===== src/rtl/vector_result_buffer.sv =====
// vector_result_buffer
//   Packs LANES consecutive accumulator results into one vector and queues
//   whole vectors in a DEPTH-entry FIFO drained by a valid/ready handshake.
//
//   Optional feature macro: RESULT_SATURATE_EN
//     defined   -> results are clamped to the signed DATA_W range
//     undefined -> the low DATA_W bits of each result are kept (wrap)
//
//   Ports
//     clk, reset           rising-edge clock, async active-high reset
//     in_valid, in_data    one-cycle strobe with a signed ACC_W result
//     in_flush             drop the partially assembled vector
//     out_valid/out_ready  head-of-FIFO handshake
//     out_data             head vector, lane 0 at LSBs (0 when empty)
//     lane_idx             lane the next in_valid sample fills
//     count                vectors currently queued
//     overflow, drop_cnt   sticky drop flag and saturating drop counter
//     clr_ovf              clears overflow and drop_cnt
module vector_result_buffer #(
    parameter int ACC_W  = 20,
    parameter int DATA_W = 16,
    parameter int LANES  = 4,
    parameter int DEPTH  = 4
) (
    input  logic                          clk,
    input  logic                          reset,
    input  logic                          in_valid,
    input  logic [ACC_W-1:0]              in_data,
    input  logic                          in_flush,
    output logic                          out_valid,
    input  logic                          out_ready,
    output logic [LANES*DATA_W-1:0]       out_data,
    output logic [$clog2(LANES)-1:0]      lane_idx,
    output logic [$clog2(DEPTH):0]        count,
    output logic                          overflow,
    output logic [7:0]                    drop_cnt,
    input  logic                          clr_ovf
);
    localparam int LW = $clog2(LANES);
    localparam int AW = $clog2(DEPTH);
    localparam int PW = AW + 1;

    logic [LW-1:0]                  lane_idx_q, lane_idx_d;
    logic [LANES-1:0][DATA_W-1:0]   asm_q, asm_d;
    logic [LANES-1:0][DATA_W-1:0]   push_vec;
    logic [PW-1:0]                  wr_ptr_q, wr_ptr_d;
    logic [PW-1:0]                  rd_ptr_q, rd_ptr_d;
    logic [PW-1:0]                  count_q, count_d;
    logic                           overflow_q, overflow_d;
    logic [7:0]                     drop_cnt_q, drop_cnt_d;
    logic [LANES*DATA_W-1:0]        mem_q [DEPTH];

    logic [DATA_W-1:0] conv;
    logic complete, pop, full, push_ok, drop;

    // ACC_W -> DATA_W conversion of the incoming sample
`ifdef RESULT_SATURATE_EN
    localparam logic signed [ACC_W-1:0] SAT_MAX = ACC_W'((1 << (DATA_W-1)) - 1);
    localparam logic signed [ACC_W-1:0] SAT_MIN = ~SAT_MAX;

    always_comb begin
        conv = DATA_W'(in_data);
        if ($signed(in_data) > SAT_MAX)      conv = DATA_W'(SAT_MAX);
        else if ($signed(in_data) < SAT_MIN) conv = DATA_W'(SAT_MIN);
    end
`else
    always_comb begin
        conv = DATA_W'(in_data);
    end
`endif

    // Completed vector = assembly contents with the final lane merged in
    always_comb begin
        push_vec             = asm_q;
        push_vec[lane_idx_q] = conv;
    end

    // Full when the wrap bits differ and the index bits match
    assign full     = (wr_ptr_q[AW] != rd_ptr_q[AW]) &&
                      (wr_ptr_q[AW-1:0] == rd_ptr_q[AW-1:0]);
    assign pop      = out_valid && out_ready;
    assign complete = in_valid && !in_flush && (lane_idx_q == LW'(LANES-1));
    // A pop in the same cycle frees the slot the push needs
    assign push_ok  = complete && (!full || pop);
    assign drop     = complete && full && !pop;

    always_comb begin
        lane_idx_d = lane_idx_q;
        asm_d      = asm_q;
        if (in_flush) begin
            lane_idx_d = '0;
            asm_d      = '0;
        end else if (in_valid) begin
            if (complete) begin
                lane_idx_d = '0;
                asm_d      = '0;
            end else begin
                asm_d[lane_idx_q] = conv;
                lane_idx_d        = lane_idx_q + LW'(1);
            end
        end
    end

    always_comb begin
        wr_ptr_d = wr_ptr_q + PW'(push_ok);
        rd_ptr_d = rd_ptr_q + PW'(pop);
        count_d  = count_q + PW'(push_ok) - PW'(pop);
    end

    // A drop in the same cycle as clr_ovf restarts the count at 1
    always_comb begin
        overflow_d = overflow_q;
        drop_cnt_d = drop_cnt_q;
        if (drop) begin
            overflow_d = 1'b1;
            if (clr_ovf)                  drop_cnt_d = 8'd1;
            else if (drop_cnt_q != 8'hFF) drop_cnt_d = drop_cnt_q + 8'd1;
        end else if (clr_ovf) begin
            overflow_d = 1'b0;
            drop_cnt_d = 8'd0;
        end
    end

    always_ff @(posedge clk or posedge reset) begin
        if (reset) begin
            lane_idx_q <= '0;
            asm_q      <= '0;
            wr_ptr_q   <= '0;
            rd_ptr_q   <= '0;
            count_q    <= '0;
            overflow_q <= 1'b0;
            drop_cnt_q <= 8'd0;
        end else begin
            lane_idx_q <= lane_idx_d;
            asm_q      <= asm_d;
            wr_ptr_q   <= wr_ptr_d;
            rd_ptr_q   <= rd_ptr_d;
            count_q    <= count_d;
            overflow_q <= overflow_d;
            drop_cnt_q <= drop_cnt_d;
        end
    end

    // Storage needs no reset: out_data is masked whenever the FIFO is empty
    always_ff @(posedge clk) begin
        if (push_ok) mem_q[wr_ptr_q[AW-1:0]] <= push_vec;
    end

    assign out_valid = (count_q != '0);
    assign out_data  = out_valid ? mem_q[rd_ptr_q[AW-1:0]] : '0;
    assign lane_idx  = lane_idx_q;
    assign count     = count_q;
    assign overflow  = overflow_q;
    assign drop_cnt  = drop_cnt_q;

endmodule

===== config.mk =====
export PLATFORM = sky130hd
export DESIGN_NAME = vector_result_buffer
export DESIGN_NICKNAME = d
export VERILOG_FILES = /design/src/rtl/vector_result_buffer.sv
export SDC_FILE = /design/constraint.sdc
export NUM_CORES = 1
export LEC_CHECK = 0
export BUFFER_PORTS_ARGS = -buffer_cell sky130_fd_sc_hd__buf_2
export CORE_UTILIZATION = 60
export DETAILED_ROUTE_END_ITERATION = 10
export PLACE_DENSITY = 0.81
export SLEW_MARGIN = 10
export SYNTH_ARGS = -nofsm -noshare
export SYNTH_HDL_FRONTEND = slang
export SYNTH_SLANG_ARGS = --single-unit

===== constraint.sdc =====
create_clock -name clk -period 6.8 [get_ports clk]
set_input_delay 0.68 -clock clk [delete_from_list [all_inputs] [get_ports clk]]
set_output_delay 0.68 -clock clk [all_outputs]
set_load 0.005 [all_outputs]

==> results.ini, run 1 <==
[status]
status=finished clean

[yosys]
yosys.area.top_type=edfxtp_1
synth_common_cells=edfxtp_1 (256), dfrtp_1 (84), and2_1 (80), mux4_2 (64), mux2_2 (63)
yosysMostFrequentCell=edfxtp_1
synth_flop_cell=edfxtp_1
synthArstFlopShare_pct=24.7
syn_area_mm2=0.0137
syn-num-nets=763
synth-seq-area-share_pct=71.3
synth_top_area_share_pct=56.0
synth_edf_count=256
synth_area_leaders=edfxtp_1 (56%), dfrtp_1 (15%), mux4_2 (10%), mux2_2 (5.2%), and2_1 (3.6%)
synthCells=725
ys_warn_count=0
syn_area_per_cell_um2=18.9
ys_ff_latch=340
synth_cell_types=40

[worst_setup_path]
worst_path_largest_cell_delay_ns=0.83
path_buf_inv=2
critical-path-slowest-cell=buf_4
crit_chain=buf_4 -> mux4_2 -> and2_1 -> buf_2
critPathCaptureType=output port
start_kind=flop
crit_start=rd_ptr_q[0]$_DFF_PP0_
crit_fanout=47
crit_required_ns=6.12
critPathKind=flop to output port
rr_startpoint=rd_ptr_q[0]$_DFF_PP0_
cpLargestDelayFamily=buffers and inverters
arrival_ns=3.06

[sta]
period_needed_ns=3.74
tns_ns=0
fmax_mhz=267
finalSetupViolCount=0
grt_setup_unrepaired=no
worstMarginPinSlew_ns=1.14
hold_slack_ns=0.264
final_max_slew_viol_count=0
slew_headroom_pct=24.3
hold_viol=0
skew_ns=0.0109
postLayoutSetupSlackWorst_ns=3.06
post-route-period-util_pct=55.0

[clock_network]
cts_buffer_depth=3
cts_buffers=31
clk_pin_slew_ns=0.06
htreeDepth=1
cts_resized=0
postCtsSetupRepairBufs=0
cts_hold_buf=0
cts_tree=built
clock-sinks=340
clock_latency_ns=0.55
root_buffer=clkbuf_16

[power_and_ir_drop]
internal_power_mw=3.96
p_sw_share_pct=26.2
p_clk_share_pct=31.5
p_per_area_mw_per_mm2=345
p_sw_mw=1.40
power_frac_comb_pct=24.5
power.total_mw=5.36
seqPwrFrac_pct=44.0
leakagePower_nw=5.70
max-vdd-ir-drop_mv=0.458

[cells_and_area]
antennaDiodeCount=0
nFillCells=1347
drive_above_1_share_pct=35.2
nNetsFinal=863
area_growth_pct=13.1

[flow_run]
max_cap_violations=0

[placed_design]
dp_hpwl_um=16200
place_ws_ns=3.04
io_buffer_count=100
routabilityCongestion=0.793

[floorplan]
die_width_um=153
core_mm2=0.0222
io_pins=105
rows=54
die-area_mm2=0.0235
start_util_pct=62.0
die_h_um=153

[routing]
dr_total_vias=7244
wl_um=28100
drt-vias-per-instance=6.42
post_drt_wl_per_cell_um=24.9
firstDrtPassIters=6
drt_iter0_drc=761
ant_nets=0
drc=0

[global_route]
grt-busiest-layer=met2
grt-ovfl-total=0
grt_pass1_wl_um=44100
grt_pass1_vias=7581
grt_max_degree=66
antenna_found_initial=0
grt_util_met1_pct=33.6
grt.total_usage_pct=25.0
grt_util_met3_pct=4.25
grt_util_met2_pct=42.5

[hold_path]
hold_class=input port to async pin

==> per-layer routing <==
layer  wire [um]  vias up
met2       14000      312
li1            -     3096
met1       11400     3778
met3        2050       58
met5           0        -
met4         686        0
==> final timing paths <==
check	end	cells past startpoint	slack, ns
max	out_data[50]	4	3.06
min	asm_q[26]$_DFFE_PP0P_	2	0.26
max reg2reg	mem_q[3][22]$_DFFE_PP_	6	3.56
min reg2reg	asm_q[56]$_DFFE_PP0P_	1	0.49
max in group asynchronous	rd_ptr_q[0]$_DFF_PP0_	3	5.41
min in group clk	drop_cnt[5]$_DFFE_PP0P_	2	0.38
==> logic make-up after synthesis <==
| family | Yosys count | synth area share (%) |
|---|---|---|
| muxes | 128 | 15.7 |
| DFF | 340 | 71.3 |
| AOI/OAI and AO/OA | 67 | 4.51 |
| adders and majority gates | 12 | 1.15 |
| and+or+nand+nor | 111 | 5.03 |
| buffers and inverters | 57 | 1.67 |
| xor gates and xnor gates | 10 | 0.638 |
==> flip-flops by register name, indices dropped and copies added (netlist names) <==
name	cells
asm_q	64
count	3
drop_cnt	8
lane_idx	2
mem_q	256
overflow	1
rd_ptr_q	3
wr_ptr_q	3
==> metrics by stage <==
| step | cell area [um^2] | util [%] | std cells |
|---|---|---|---|
| final | 15500 | 70.1 | 1129 |
| after global routing | 15500 | 70.1 | 1129 |
| after CTS | 15500 | 70.1 | 1129 |
| after detailed placement | 14500 | 65.6 | 1072 |
| after global placement | 14500 | 65.6 | 1072 |
| after floorplan | 13700 | - | 725 |
==> layout make-up <==
type	instances	area [um^2]	area share, %
tap	280	350	2.26
sequential	340	9790	63.0
inverter	10	38.8	0.250
timing repair buffer	114	606	3.90
clock buffer	39	836	5.38
clock inverter	18	163	1.05
multi-input combinational	328	3750	24.1
==> cells in the final DEF, fill, tap and decap left out, types with 4 or more instances in the layout <==
cell type	n
edfxtp_1	256
buf_2	100
dfrtp_1	82
and2_1	80
mux4_2	64
mux2_2	63
a32o_1	48
clkbuf_16	31
buf_4	14
ha_1	11
inv_1	9
clkinv_2	8
nand2_1	6
xnor2_1	6
clkinv_1	6
a22o_1	5
clkbuf_1	5
xor2_1	4
nor3_1	4
==> power by group through the flow <==
stage | Sequential [mW] | Clock [mW] | Combinational, mW
detailed placement | 2.40 | 0 | 1.32
global route | 2.37 | 1.79 | 1.42
finish | 2.36 | 1.69 | 1.32
global placement | 2.40 | 0 | 1.30
floorplan | 2.36 | 0 | 0.896
CTS | 2.36 | 1.70 | 1.33
Note: power is estimated with default switching activity, not from simulation.
==> inputs of run 2 (changes only) <==
--- a/config.mk
+++ b/config.mk
@@ -5,6 +5,7 @@
 export SDC_FILE = /design/constraint.sdc
 export NUM_CORES = 1
 export LEC_CHECK = 0
+export ABC_AREA = 1
 export BUFFER_PORTS_ARGS = -buffer_cell sky130_fd_sc_hd__buf_2
 export CORE_UTILIZATION = 60
 export DETAILED_ROUTE_END_ITERATION = 10
==> constraint.sdc (replaced) <==
create_clock -name clk -period 3.6 [get_ports clk]
set_input_delay 0.36 -clock clk [delete_from_list [all_inputs] [get_ports clk]]
set_output_delay 0.36 -clock clk [all_outputs]
set_load 0.005 [all_outputs]
==> run 2 against run 1 <==
Compared with the run above: power up 100%; utilization down 0.44 points; highest routed layer unchanged; worst hold slack worse by 0.18 ns; first-iteration DRC count up 49%.
==> results.ini, run 2 <==
[worst_setup_path]
critPathCaptureType=output port
critical-path-slowest-cell=dfrtp_4
rr_endpoint=count[2]$_DFF_PP0_
crit_fanout=56
cpLargestDelayFamily=flip-flops
path_buf_inv=2
crit_start=rd_ptr_q[0]$_DFF_PP0_
crit_required_ns=3.24
rrSetupSlack_ns=0.56
arrival_ns=2.68
critPathKind=flop to output port
rr_startpoint=lane_idx[0]$_DFFE_PP0P_
worst_path_largest_cell_delay_ns=0.88
start_kind=flop
crit_chain=buf_4 -> nor2_1 -> nor2_1 -> o21ai_0 -> a21oi_1 -> buf_2
cpMostUsedCell=nor2_1
reg2reg_depth=10

[power_and_ir_drop]
power.total_mw=11.0
p_per_area_mw_per_mm2=688
leakagePower_nw=6.19
max-vdd-ir-drop_mv=0.581

[yosys]
synth_cell_types=30
yosysMostFrequentCell=nor2_1
ys_warn_count=0
yosys.area.top_type=edfxtp_1
synth_area_leaders=edfxtp_1 (55%), dfrtp_1 (15%), o21ai_0 (7.8%), nor2_1 (7.0%), nand2_1 (4.9%)
syn-num-nets=1334
syn_area_mm2=0.0141
synthArstFlopShare_pct=24.7
synth-seq-area-share_pct=69.6
synth_common_cells=nor2_1 (263), edfxtp_1 (256), o21ai_0 (218), nand2_1 (184), dfrtp_1 (84)
synth_flop_cell=edfxtp_1
synth_edf_count=256
synth_top_area_share_pct=54.6
ys_ff_latch=340
synthCells=1296
syn_area_per_cell_um2=10.9

[global_route]
grt_max_degree=129
grt_pass1_wl_um=50700
grt_pass1_vias=9563
grt.total_usage_pct=27.9
antenna_found_initial=0
grt-ovfl-total=0

[clock_network]
cts_resized=0
root_buffer=clkbuf_16
clock_latency_ns=0.52
clock-sinks=340
cts_buffers=34
postCtsSetupRepairBufs=0
cts_tree=built
cts_hold_buf=0
htreeDepth=2
clk_pin_slew_ns=0.06
cts_buffer_depth=3

[floorplan]
rows=55
core_mm2=0.0228
io_pins=105
die_width_um=155
start_util_pct=61.6
die_h_um=155
die-area_mm2=0.0241

[routing]
drt_iter0_drc=1135
firstDrtPassIters=6
dr_total_vias=9800
drt-vias-per-instance=5.71
post_drt_wl_per_cell_um=18.9
ant_nets=0
wl_um=32400
drc=0

[placed_design]
dp_hpwl_um=17700
io_buffer_count=100
post_dp_cell_area_mm2=0.0149
routabilityCongestion=0.768

[cells_and_area]
final_common_cell=nor2_1
fin_area_mm2=0.0159
largest_register_ffs=256
final_cell_mix=nor2_1 (262), edfxtp_1 (256), o21ai_0 (218)
drive_above_1_share_pct=13.1
nNetsFinal=1417
area_growth_pct=13.1
antennaDiodeCount=0

[status]
status=finished clean

[hold_path]
hold_class=input port to async pin

[flow_run]
max_cap_violations=0

[sta]
hold_viol=0
skew_ns=0.0203
hold_slack_ns=0.0855
finalSetupViolCount=0
fmax_mhz=329
final_max_slew_viol_count=0
period_needed_ns=3.04
post-route-period-util_pct=84.5
grt_setup_unrepaired=no
slew_headroom_pct=25.0
worstMarginPinSlew_ns=1.13

==> run 2: layer usage <==
metal  global-route usage, %  share of wire, %  wire length [um]  vias up
met5                       0                 0                 0        -
met4                    11.4               3.3              1060        0
met3                    3.76               8.3              2690       64
met2                    46.2                48             15700      457
met1                    37.8                40             13000     4734
li1                        -                 -                 -     4545
==> run 2: layout make-up <==
type / count / area (um^2)
tap: 313 / 392
clock buffer: 51 / 946
inverter: 85 / 320
timing repair buffer: 118 / 711
fill: 1548 / 6930
multi-input combinational: 800 / 3690
sequential: 340 / 9790
clock inverter: 9 / 56.3
==> run 2: worst max path at each step <==
stage,to,slack (ns),depth (start not counted)
final,out_data[38],0.56,6
after global placement,count[2]$_DFF_PP0_,0.63,10
after floorplan,mem_q[0][0]$_DFFE_PP_,-0.40,6
after detailed placement,count[2]$_DFF_PP0_,0.60,10
after global routing,count[2]$_DFF_PP0_,0.32,10
after CTS,count[2]$_DFF_PP0_,0.56,10
==> run 2: worst reg2reg max path, cell delays in order, from the launching register on <==
cell and delay [ns]:
dfrtp_1 0.40, ha_1 0.67, inv_2 0.32, nor2_4 0.27, nand2_2 0.20, ha_1 0.33
inv_1 0.05, ha_1 0.13, inv_1 0.04, fa_1 0.37, xnor2_1 0.14
==> run 2: cell families after synthesis <==
group	after synthesis	synth area share [%]
xor+xnor	8	0.551
simple gates	482	13.6
compound gates	298	10.7
flops	340	69.6
fa+ha+maj	12	1.12
buf+inv	156	4.53
==> run 2: power breakdown <==
| part | total (mW) | leakage [nW] | switching, mW | internal (mW) |
|---|---|---|---|---|
| combinational | 3.21 | 2.21 | 2.04 | 1.17 |
| clock | 3.22 | 0.484 | 1.40 | 1.83 |
| sequential | 4.51 | 3.49 | 0.184 | 4.33 |
==> run 2: metrics by stage <==
stage,std cells,util [%],setup TNS (ns),setup WS [ns]
after detailed placement,1656,65.3,0,0.599
after CTS,1716,69.7,0,0.563
after global placement,1656,65.3,0,0.631
after floorplan,1296,-,-103.39,-0.404
final,1716,69.7,0,0.556
after global routing,1716,69.7,0,0.317
==> inputs of run 3 (changes only) <==
--- a/config.mk
+++ b/config.mk
@@ -7,9 +7,9 @@
 export LEC_CHECK = 0
 export ABC_AREA = 1
 export BUFFER_PORTS_ARGS = -buffer_cell sky130_fd_sc_hd__buf_2
-export CORE_UTILIZATION = 60
+export CORE_UTILIZATION = 54
 export DETAILED_ROUTE_END_ITERATION = 10
-export PLACE_DENSITY = 0.81
+export PLACE_DENSITY = 0.77
 export SLEW_MARGIN = 10
 export SYNTH_ARGS = -nofsm -noshare
 export SYNTH_HDL_FRONTEND = slang
==> constraint.sdc (replaced) <==
create_clock -name clk -period 2.75 [get_ports clk]
set_input_delay 0.275 -clock clk [delete_from_list [all_inputs] [get_ports clk]]
set_output_delay 0.275 -clock clk [all_outputs]
set_load 0.005 [all_outputs]
==> run 3 against run 2 <==
Compared with the run above: power up 33%; clock skew up 0.0074 ns; routed wire length down 2.7%; sequential share of layout area down 0.71 points; non-clock buffer count up 1; setup slack worse by 0.36 ns; register-to-register slack worse by 0.12 ns; critical path depth unchanged.
==> results.ini, run 3 (synthesized netlist as in run 2, its figures left out) <==
[status]
status=finished clean

[worst_setup_path]
path_buf_inv=2
crit_required_ns=2.48
crit_fanout=129
cpLargestDelayFamily=buffers and inverters
cpMostUsedCell=nor2_1
critPathKind=flop to output port
worst_path_largest_cell_delay_ns=0.44
arrival_ns=2.28
critPathCaptureType=output port
start_kind=flop
critical-path-slowest-cell=dfrtp_4
crit_chain=buf_12 -> nor2_1 -> nor2_1 -> o21ai_0 -> a21oi_1 -> buf_2

[floorplan]
die-area_mm2=0.0267
start_util_pct=55.4
die_h_um=163
core_mm2=0.0254
die_width_um=163
rows=58
io_pins=105

[cells_and_area]
area_growth_pct=14.5
nNetsFinal=1419
fin_area_mm2=0.0161
drive_above_1_share_pct=13.8
final_common_cell=nor2_1
final_cell_mix=nor2_1 (261), edfxtp_1 (256), o21ai_0 (218)
antennaDiodeCount=0
nFillCells=1930
largest_register_ffs=256

[routing]
wl_met2_um=15800
dr.max_layer_used=met4
met1_length_um=12800
post_drt_wl_per_cell_um=18.1
drt_iter0_drc=910
route.met3.wl_um=2330
drt-vias-per-instance=5.57
dr_total_vias=9678
wl_um=31500
ant_nets=0
firstDrtPassIters=5
drc=0

[power_and_ir_drop]
max-vdd-ir-drop_mv=0.981
leakagePower_nw=6.26
power.total_mw=14.6
p_per_area_mw_per_mm2=905

[placed_design]
post_dp_cell_area_mm2=0.0150
io_buffer_count=100
dp_hpwl_um=17100
routabilityCongestion=0.768

[global_route]
grt.total_usage_pct=24.1
grt-ovfl-total=0
antenna_found_initial=0
grt_pass1_wl_um=48700
grt_pass1_vias=9355
grt_max_degree=130

[sta]
post-route-period-util_pct=92.9
tns_ns=0
skew_ns=0.0278
period_needed_ns=2.55
final_max_slew_viol_count=0
hold_viol=0
grt_setup_unrepaired=no
worstMarginPinSlew_ns=0.949
slew_headroom_pct=36.8
fmax_mhz=391
finalSetupViolCount=0

[clock_network]
htreeDepth=2
root_buffer=clkbuf_16
cts_hold_buf=1
cts_buffer_depth=3
cts_buffers=35
cts_tree=built
cts_resized=0
postCtsSetupRepairBufs=0
clock_latency_ns=0.52
clk_pin_slew_ns=0.06
clock-sinks=340

[hold_path]
hold_class=input port to flop

[flow_run]
max_cap_violations=0

[run 3: changes by cell type in the layout (fill, tap and decap cells not counted), moves of 2 or more]
cell      before  now
clkbuf_8       1    3
buf_12         6   10
clkinv_2       4    6
clkinv_4       2    0
clkbuf_1      15   11
buf_4         12    8
[run 3: final cells by class]
cell class                      count  area (um^2)  area share, %
Clock buffer                       50          983           6.11
Multi-Input combinational cell    800         3710           23.1
Clock inverter                     13          108          0.668
Tap cell                          330          413           2.56
Inverter                           85          320           1.99
Timing Repair Buffer              119          771           4.79
Sequential cell                   340         9800           60.8
[run 3: metrics by stage]
step | hold slack [ns] | setup WS, ns | std cells | util (%)
after floorplan | 0.422 | -0.247 | 1296 | -
after global placement | 0.449 | 0.487 | 1673 | 59.1
after detailed placement | 0.452 | 0.419 | 1673 | 59.1
after CTS | 0.0656 | 0.178 | 1737 | 63.4
after global routing | 0.102 | 0.0433 | 1737 | 63.4
final | 0.0789 | 0.195 | 1737 | 63.4
[run 3: report_power, final]
part	leakage (nW)	internal, mW	switching [mW]
clock network	0.533	2.60	1.86
registers	3.49	5.67	0.104
logic	2.24	1.56	2.76
[run 3: path summary, 6_finish.rpt]
path | start | to | cells past startpoint | slack [ns]
max in group asynchronous | reset | asm_q[59]$_DFFE_PP0P_ | 4 | 1.55
worst min register to register | asm_q[57]$_DFFE_PP0P_ | asm_q[57]$_DFFE_PP0P_ | 2 | 0.47
worst max register to register | lane_idx[0]$_DFFE_PP0P_ | count[1]$_DFF_PP0_ | 10 | 0.44
worst min-delay path | in_valid | lane_idx[1]$_DFFE_PP0P_ | 3 | 0.08
min in group asynchronous | reset | drop_cnt[4]$_DFFE_PP0P_ | 3 | 0.50
worst max-delay path | rd_ptr_q[0]$_DFF_PP0_ | out_data[28] | 6 | 0.20
[run 3: worst register-to-register path, delay by kind of cell (launching register included)]
kind,cells,cell delay [ns]
DFF,1,0.39
buffers and inverters,4,0.29
and+or+nand+nor,2,0.38
adders and majority gates,4,1.13
[run 3: metal layers]
layer	vias to the layer above	GRT usage (%)
met4	0	6.75
met1	4713	32.0
li1	4553	-
met5	-	0
met3	46	3.58
met2	366	41.1
